===== src/rtl/alu_seq_pkg.sv =====
// Shared types for the ALU op sequencer: opcodes, FSM states and opcode legality.
package alu_seq_pkg;

  localparam int OP_W = 3;

  typedef enum logic [OP_W-1:0] {
    OP_ADD = 3'd0,
    OP_SUB = 3'd1,
    OP_AND = 3'd2,
    OP_OR  = 3'd3,
    OP_XOR = 3'd4,
    OP_MUL = 3'd5
  } op_e;

  typedef enum logic [1:0] {
    S_IDLE = 2'd0,
    S_EXEC = 2'd1,
    S_MUL  = 2'd2,
    S_DONE = 2'd3
  } state_e;

  // Opcodes 6 and 7 have no operation behind them.
  function automatic logic is_illegal_op(input logic [OP_W-1:0] op);
    return (op > OP_MUL);
  endfunction

endpackage


===== src/rtl/alu_seq_shift_mul.sv =====
// Iterative shift-add multiplier: loads on start, then retires one multiplier bit per cycle.
module alu_seq_shift_mul
  import alu_seq_pkg::*;
#(
  parameter int WIDTH = 8
) (
  input  logic               clk,
  input  logic               resetn,
  input  logic               start,
  input  logic [WIDTH-1:0]   a,
  input  logic [WIDTH-1:0]   b,
  output logic               done,
  output logic [2*WIDTH-1:0] product
);

  localparam int CW = $clog2(WIDTH);
  localparam logic [CW-1:0] LAST = CW'(WIDTH - 1);

  logic [2*WIDTH-1:0] mcand;
  logic [2*WIDTH-1:0] acc;
  logic [2*WIDTH-1:0] acc_next;
  logic [WIDTH-1:0]   mplier;
  logic [CW-1:0]      cnt;
  logic               active;

  // The final step's addition is folded into product so the controller can capture it on the same edge.
  assign acc_next = mplier[0] ? (acc + mcand) : acc;
  assign product  = acc_next;
  assign done     = active && (cnt == LAST);

  // Load operands on start, otherwise perform one shift-add step per cycle while active.
  always_ff @(posedge clk or negedge resetn) begin
    if (!resetn) begin
      mcand  <= '0;
      acc    <= '0;
      mplier <= '0;
      cnt    <= '0;
      active <= 1'b0;
    end else if (start) begin
      mcand  <= {{WIDTH{1'b0}}, a};
      acc    <= '0;
      mplier <= b;
      cnt    <= '0;
      active <= 1'b1;
    end else if (active) begin
      acc    <= acc_next;
      mcand  <= mcand << 1;
      mplier <= mplier >> 1;
      cnt    <= cnt + CW'(1);
      if (done) begin
        active <= 1'b0;
      end
    end
  end

endmodule


===== src/rtl/alu_op_sequencer.sv =====
// ALU op sequencer: accepts one request, runs a single-cycle op or an iterative multiply, holds the result until taken.
module alu_op_sequencer
  import alu_seq_pkg::*;
#(
  parameter int WIDTH = 8
) (
  input  logic               clk,
  input  logic               resetn,
  input  logic               req_valid,
  output logic               req_ready,
  input  logic [OP_W-1:0]    req_op,
  input  logic [WIDTH-1:0]   req_a,
  input  logic [WIDTH-1:0]   req_b,
  output logic               rsp_valid,
  input  logic               rsp_ready,
  output logic [2*WIDTH-1:0] rsp_result,
  output logic               rsp_carry,
  output logic               rsp_zero,
  output logic               rsp_err,
  output logic               busy
);

  state_e             state;
  logic [OP_W-1:0]    op_q;
  logic [WIDTH-1:0]   a_q;
  logic [WIDTH-1:0]   b_q;

  logic [WIDTH:0]     sum;
  logic [WIDTH-1:0]   exec_low;
  logic               exec_carry;
  logic               exec_err;
  logic [2*WIDTH-1:0] exec_result;

  logic               mul_start;
  logic               mul_done;
  logic [2*WIDTH-1:0] mul_product;

  // The multiplier takes its operands straight from the request at the accept edge.
  assign mul_start = (state == S_IDLE) && req_valid && (req_op == OP_MUL);

  alu_seq_shift_mul #(.WIDTH(WIDTH)) u_mul (
    .clk     (clk),
    .resetn  (resetn),
    .start   (mul_start),
    .a       (req_a),
    .b       (req_b),
    .done    (mul_done),
    .product (mul_product)
  );

  // Single-cycle logic/arithmetic ops on the latched operands; only the low half is ever populated.
  always_comb begin
    sum        = {1'b0, a_q} + {1'b0, b_q};
    exec_low   = '0;
    exec_carry = 1'b0;
    exec_err   = 1'b0;
    case (op_q)
      OP_ADD: begin
        exec_low   = sum[WIDTH-1:0];
        exec_carry = sum[WIDTH];
      end
      OP_SUB: begin
        exec_low   = a_q - b_q;
        exec_carry = (a_q < b_q);
      end
      OP_AND:  exec_low = a_q & b_q;
      OP_OR:   exec_low = a_q | b_q;
      OP_XOR:  exec_low = a_q ^ b_q;
      default: exec_err = is_illegal_op(op_q);
    endcase
  end

  assign exec_result = {{WIDTH{1'b0}}, exec_low};

  // Control FSM with registered handshake outputs and result/flag registers.
  always_ff @(posedge clk or negedge resetn) begin
    if (!resetn) begin
      state      <= S_IDLE;
      op_q       <= '0;
      a_q        <= '0;
      b_q        <= '0;
      rsp_result <= '0;
      rsp_carry  <= 1'b0;
      rsp_zero   <= 1'b0;
      rsp_err    <= 1'b0;
      req_ready  <= 1'b1;
      rsp_valid  <= 1'b0;
      busy       <= 1'b0;
    end else begin
      case (state)
        S_IDLE: begin
          if (req_valid) begin
            op_q      <= req_op;
            a_q       <= req_a;
            b_q       <= req_b;
            req_ready <= 1'b0;
            busy      <= 1'b1;
            state     <= (req_op == OP_MUL) ? S_MUL : S_EXEC;
          end
        end
        S_EXEC: begin
          rsp_result <= exec_result;
          rsp_carry  <= exec_carry;
          rsp_zero   <= (exec_result == '0);
          rsp_err    <= exec_err;
          rsp_valid  <= 1'b1;
          state      <= S_DONE;
        end
        S_MUL: begin
          if (mul_done) begin
            rsp_result <= mul_product;
            rsp_carry  <= 1'b0;
            rsp_zero   <= (mul_product == '0);
            rsp_err    <= 1'b0;
            rsp_valid  <= 1'b1;
            state      <= S_DONE;
          end
        end
        S_DONE: begin
          if (rsp_ready) begin
            rsp_valid <= 1'b0;
            busy      <= 1'b0;
            req_ready <= 1'b1;
            state     <= S_IDLE;
          end
        end
        default: state <= S_IDLE;
      endcase
    end
  end

endmodule


===== config.mk =====
export PLATFORM = sky130hd
export DESIGN_NAME = alu_op_sequencer
export DESIGN_NICKNAME = d
export VERILOG_FILES = /design/src/rtl/alu_seq_pkg.sv /design/src/rtl/alu_seq_shift_mul.sv /design/src/rtl/alu_op_sequencer.sv
export SDC_FILE = /design/constraint.sdc
export NUM_CORES = 1
export LEC_CHECK = 0
export CAP_MARGIN = 20
export CORE_ASPECT_RATIO = 1.75
export CORE_MARGIN = 10
export CORE_UTILIZATION = 64
export CTS_CLUSTER_SIZE = 12
export DETAILED_ROUTE_END_ITERATION = 6
export HOLD_SLACK_MARGIN = 0.12
export PLACE_DENSITY = 0.86
export SYNTH_ARGS = -nofsm -noshare
export SYNTH_HDL_FRONTEND = slang
export SYNTH_SLANG_ARGS = --single-unit

===== constraint.sdc =====
create_clock -name clk -period 5 [get_ports clk]
set_clock_uncertainty 0.2 [all_clocks]
set_input_delay 1 -clock clk [delete_from_list [all_inputs] [get_ports clk]]
set_output_delay 1 -clock clk [all_outputs]
set_load 0.1 [all_outputs]

==> metrics, run 1 <==
worst flop-to-flop path endpoint=rsp_zero$_DFFE_PN0P_; Rows=45; reg2reg start=u_mul.mplier[0]$_DFFE_PN0P_; die height=145.8 um; WHS Endpoint=rsp_result[1]$_DFFE_PN0P_; Hold-fix buffers, CTS=0; clk buf depth=2; final period utilization=0.6920; HPWL Detailed=11420 um; vias in the first global route=5203; Mean Syn Cell Area=9.189 sq um; Max FO, Critical Path=28; IO Count=45; Leak=0.002656 uW; final setup vio count=0; Util after Layout=0.7516; Total Wirelength=15950 um; Clock Tree Root=clkbuf_16; flop-to-flop setup slack=1.54 ns; Final ANT Viol Nets=0; Port-buffer cells=44; DR WL met3=809 um; Worst R2R Path Depth=8; Warnings, synthesis=0; Synth Net Count=701; Post-synth top flop=dfrtp_1; DR pass1 iterations=5; share of post-route cells with drive strength above 1=0.08182; outcome=finished clean; path type of the worst setup path=reg -> reg; Die Area=13400 sq um; crit start category=flop; post-cts sizing count=0; hold path depth=2; max_slew headroom=0.2675; Tightest Hold Check Type=reg -> reg; most frequent cells in the layout=dfrtp_1 (85), nand2_1 (61), nor2_1 (50), o21ai_0 (46), ha_1 (45); Die W=91.90 um; RSZ-0062 raised after global routing=no; #FFs+latches synth=87; Peak VDD IR=0.2095 mV; Distinct cells, synth=72; CP arrival=3.53 ns; global-route wire length before repair=26190 um; diodes inserted=0; clock slew at reported path FFs=0.06 ns; mean routed wirelength per cell=20.53 um; RePlAce Congestion=0.9914; nets=726; WL met1=5667 um; Max Cap Viol=0; Core ar.=8783 sq um; Fmax=289.0 MHz; vias post-DR=5007; drt via density=6.444; highest metal used=met4; Initial Util=0.6591; P per Cell Area=215.8 nW/um^2; Setup Fix Bufs, Post-CTS=0; CTS tree=built; Sink Count=87; fillers=638; Gate Count Post-Synth=630; met2 WL post-DR=8462 um; post-synthesis cell area=5789 sq um; register area share after synthesis=0.3763; final hold vios=0; CTS H-tree lvls=3; Slew Limit Fails=0; clk_lat worst skew=0.34 ns; most common cell after layout, fill and taps aside=dfrtp_1; total global routing overflow=0; initial antenna violation count=0; area delta synth->final=14.03%; Period minus WS final=3.460 ns; Post-synth EDFFs=0; Min-Delay Startpoint=rsp_result[1]$_DFFE_PN0P_; pin count of the biggest net entering global routing=88; total track usage=0.2377; initial drt markers=433; CP endpoint kind=flop; DRC violations left=0; sum of negative setup slack=0 ns; worst-margin pin slew=1.099 ns; Async SR Flop Fraction=1.000; Critical Path RT=5.07 ns; total CTS buffers=9
area by class of cell:
class | count | area [sq um] | share of cell area
multi-input combinational | 469 | 3331 | 0.5045
tap | 117 | 146.4 | 0.02218
clock buffer | 13 | 260.3 | 0.03942
timing repair buffer | 49 | 495.5 | 0.07506
clock inverter | 3 | 42.54 | 0.006444
inverter | 39 | 146.4 | 0.02218
sequential | 87 | 2180 | 0.3302
logic make-up after synthesis:
kind of cell    synth area share
mux                       0.1009
flops                     0.3763
fa+ha+maj                 0.1076
simple gates              0.1370
compound gates            0.2092
xor+xnor                 0.01967
buf+inv                  0.04928
synthesized netlist by cell type (7+ instances only):
cell type | n | share of area
nand3_1 | 7 | 0.0061
a21o_1 | 9 | 0.012
nor2_1 | 50 | 0.032
nand2b_1 | 8 | 0.0086
inv_1 | 37 | 0.024
nor3_1 | 9 | 0.0078
o21ai_1 | 10 | 0.0086
nor2b_1 | 10 | 0.011
clkbuf_1 | 24 | 0.016
xor2_1 | 7 | 0.011
o21ai_0 | 46 | 0.040
a21oi_1 | 34 | 0.029
mux2i_1 | 37 | 0.064
a211oi_1 | 18 | 0.023
nand2_1 | 61 | 0.040
ha_1 | 45 | 0.097
mux2_2 | 19 | 0.037
dfrtp_1 | 86 | 0.37
worst max-delay path by stage:
stage                                       end  depth (start not counted)                   startpoint  slack, ns
finish                     rsp_zero$_DFFE_PN0P_                          8  u_mul.mplier[0]$_DFFE_PN0P_       1.54
global route               rsp_zero$_DFFE_PN0P_                          8  u_mul.mplier[0]$_DFFE_PN0P_       1.35
CTS                        rsp_zero$_DFFE_PN0P_                          8  u_mul.mplier[0]$_DFFE_PN0P_       1.59
detailed placement   u_mul.mcand[2]$_DFFE_PN0P_                          5                    req_valid       1.61
global placement    u_mul.mplier[6]$_DFFE_PN0P_                          5                    req_valid       1.72
floorplan                  rsp_zero$_DFFE_PN0P_                         10     u_mul.acc[0]$_DFFE_PN0P_       2.10
power by group:
group	total, uW	internal (uW)	switching (uW)
Clock	680	414	266
Combinational	40.5	18.2	22.4
Sequential	704	704	0
Total	1420	1140	289
worst max-delay path, stage by stage (launching register included):
cell,delay (ns)
dfrtp_1,1.07
inv_2,0.28
a211oi_1,0.44
nand3_1,0.14
nor4bb_1,0.39
nand4_1,0.16
nor3b_1,0.28
and4bb_1,0.25
a41o_1,0.18
sequential cells by signal, indices dropped and copies added (netlist names), 2 cells and up:
register,count
a_q,8
rsp_result,16
u_mul.cnt,3
b_q,8
u_mul.mplier,8
op_q,3
u_mul.mcand,16
state,2
u_mul.acc,16
metal layers:
metal | track usage | up-vias
li1 | - | 2301
met1 | 0.2417 | 2401
met2 | 0.4234 | 224
met3 | 0.04281 | 81
met4 | 0.1605 | 0
met5 | 0 | -
through the flow:
stage	hold slack [ns]	cells	power (uW)	cell area, sq um	setup slack (ns)
after detailed placement	0.2757	760	754.8	6271	1.610
after CTS	0.2894	776	1425	6574	1.586
after floorplan	0.2906	630	718.8	5789	2.097
after global routing	0.3113	777	1456	6601	1.355
after global placement	0.2645	760	754.2	6271	1.720
final	0.2872	777	1425	6601	1.540
Note: power is estimated with default switching activity, not from simulation.
==> inputs of run 2 (changes only) <==
Settings changed: CORE_UTILIZATION 64 to 59, PLACE_DENSITY 0.86 to 0.81.
Clock period 5 ns to 3.4 ns, I/O delays scaled along.
==> run 2 against run 1 <==
Total power rose by 51%. Fmax up 8.8%. Core utilization down 5.7 points. Design area rose by 0.28%. Flip-flop and latch count did not move. Wire length fell by 3.3%. Critical endpoint is now u_mul.acc[12]$_DFFE_PN0P_. Largest cell class unchanged.
==> metrics, run 2 (synthesized netlist as in run 1, its figures left out) <==
P per Cell Area=325.8 nW/um^2; Clock Tree Root=clkbuf_16; Worst R2R Path Depth=10; crit path buf inv count=0; total track usage=0.2217; Total Wirelength=15420 um; Post-Place Cell Area=6312 sq um; Top Family by Delay on Critical Path=compound AO/OA/AOI/OAI gates; Sink Count=87; DR pass1 iterations=5; final period utilization=0.9352; CTS H-tree lvls=3; sum of negative setup slack=0 ns; most frequent cells in the layout=dfrtp_1 (85), nand2_1 (61), nor2_1 (50), o21ai_0 (46), ha_1 (45); outcome=finished clean; Tightest Hold Check Type=in -> async; initial antenna violation count=0; Setup Fix Bufs, Post-CTS=0; path type of the worst setup path=reg -> reg; area delta synth->final=14.35%; final hold vios=0; nets=737; max_slew headroom=0.4166; post-cts sizing count=0; Die W=94.88 um; total CTS buffers=9; RePlAce Congestion=0.9653; most common cell after layout, fill and taps aside=dfrtp_1; vias in the first global route=4999; Period minus WS final=3.180 ns; IO Count=45; CP arrival=3.16 ns; vias post-DR=4946; initial drt markers=327; Die Area=14330 sq um; critical path depth=10; Hold-fix buffers, CTS=0; pin count of the biggest net entering global routing=61; clock slew at reported path FFs=0.06 ns; Max stage delay on crit path=0.43 ns; RSZ-0062 raised after global routing=no; global-route wire length before repair=24960 um; Slew Limit Fails=0; die height=151.0 um; mean routed wirelength per cell=19.45 um; Max Cap Viol=0; clk buf depth=2; CTS tree=built; HPWL Detailed=11440 um; CP endpoint kind=flop; Final ANT Viol Nets=0; crit start category=flop; Slowest-stage cell, CP=fa_1; worst-margin pin slew=0.8751 ns; final setup vio count=0; Regs by FF count=rsp_result x16, u_mul.acc x16, u_mul.mcand x16; clk_lat worst skew=0.35 ns; Fmax=314.5 MHz; crit path cell chain=ha_1 > fa_1 > a21o_1 > a221oi_2 > a21oi_1 > a41oi_2 > a21boi_1 > or3_1 > a31oi_1 > a211oi_1; Max FO, Critical Path=3; DRC violations left=0; Rows=47; Critical Path RT=3.38 ns; design area=6620 sq um; fillers=788; Leak=0.002752 uW; share of post-route cells with drive strength above 1=0.1297; Port-buffer cells=44; Core ar.=9527 sq um; drt via density=6.237; Initial Util=0.6077; total global routing overflow=0; Peak VDD IR=0.2763 mV; diodes inserted=0
[run 2: changes by cell type in the layout (fill, tap and decap cells not counted), sizes merged]
cell	delta
buf	+33
clkdlybuf4s50	-22
clkbuf	-2
clkinv	+2
bufinv	+1
clkinvlp	-1
[run 2: path summary, 6_finish.rpt]
path,startpoint,to,slack [ns]
max,u_mul.acc[0]$_DFFE_PN0P_,u_mul.acc[12]$_DFFE_PN0P_,0.22
min,resetn,u_mul.acc[3]$_DFFE_PN0P_,0.21
max reg2reg,u_mul.acc[0]$_DFFE_PN0P_,u_mul.acc[12]$_DFFE_PN0P_,0.22
min reg2reg,rsp_result[11]$_DFFE_PN0P_,rsp_result[11]$_DFFE_PN0P_,0.29
max in group asynchronous,resetn,req_ready$_DFFE_PN1P_,2.00
min in group clk,rsp_result[11]$_DFFE_PN0P_,rsp_result[11]$_DFFE_PN0P_,0.29
[run 2: worst register-to-register path, cell delays in order (launching register included)]
cell and delay [ns]:
dfrtp_1 0.40, ha_1 0.26, fa_1 0.43, a21o_1 0.21, a221oi_2 0.24, a21oi_1 0.17
a41oi_2 0.27, a21boi_1 0.11, or3_1 0.30, a31oi_1 0.29, a211oi_1 0.13
[run 2: power breakdown]
part           total [uW]  internal (uW)  switching (uW)
clock                1070            641             424
sequential           1030           1030               0
combinational        56.4           24.8            31.6
[run 2: metal layers]
metal  part of all wire  wire length [um]  global-route usage
met1               0.36              5606              0.2272
met2               0.55              8549              0.4159
met3              0.039               600             0.03568
met4              0.043               663              0.1113
met5                  0                 0                   0
[run 2: metrics by stage]
| step | setup WS [ns] | utilization | total power [uW] | std cells | hold slack [ns] |
|---|---|---|---|---|---|
| final | 0.2204 | 0.6949 | 2157 | 793 | 0.2067 |
| after global routing | 0.05935 | 0.6949 | 2207 | 793 | 0.2637 |
| after CTS | 0.2217 | 0.6949 | 2165 | 793 | 0.2389 |
| after detailed placement | 0.2442 | 0.6626 | 1112 | 777 | 0.2761 |
| after global placement | 0.3260 | 0.6626 | 1111 | 777 | 0.2676 |
| after floorplan | 0.4969 | - | 1057 | 630 | 0.1844 |
[run 2: area by class of cell]
cell class / count / area, sq um / area share
timing repair buffer: 60 / 503.0 / 0.07598
sequential: 87 / 2180 / 0.3292
inverter: 39 / 146.4 / 0.02211
tap: 122 / 152.6 / 0.02306
clock buffer: 11 / 232.7 / 0.03515
multi-input combinational: 469 / 3331 / 0.5031
clock inverter: 5 / 75.07 / 0.01134
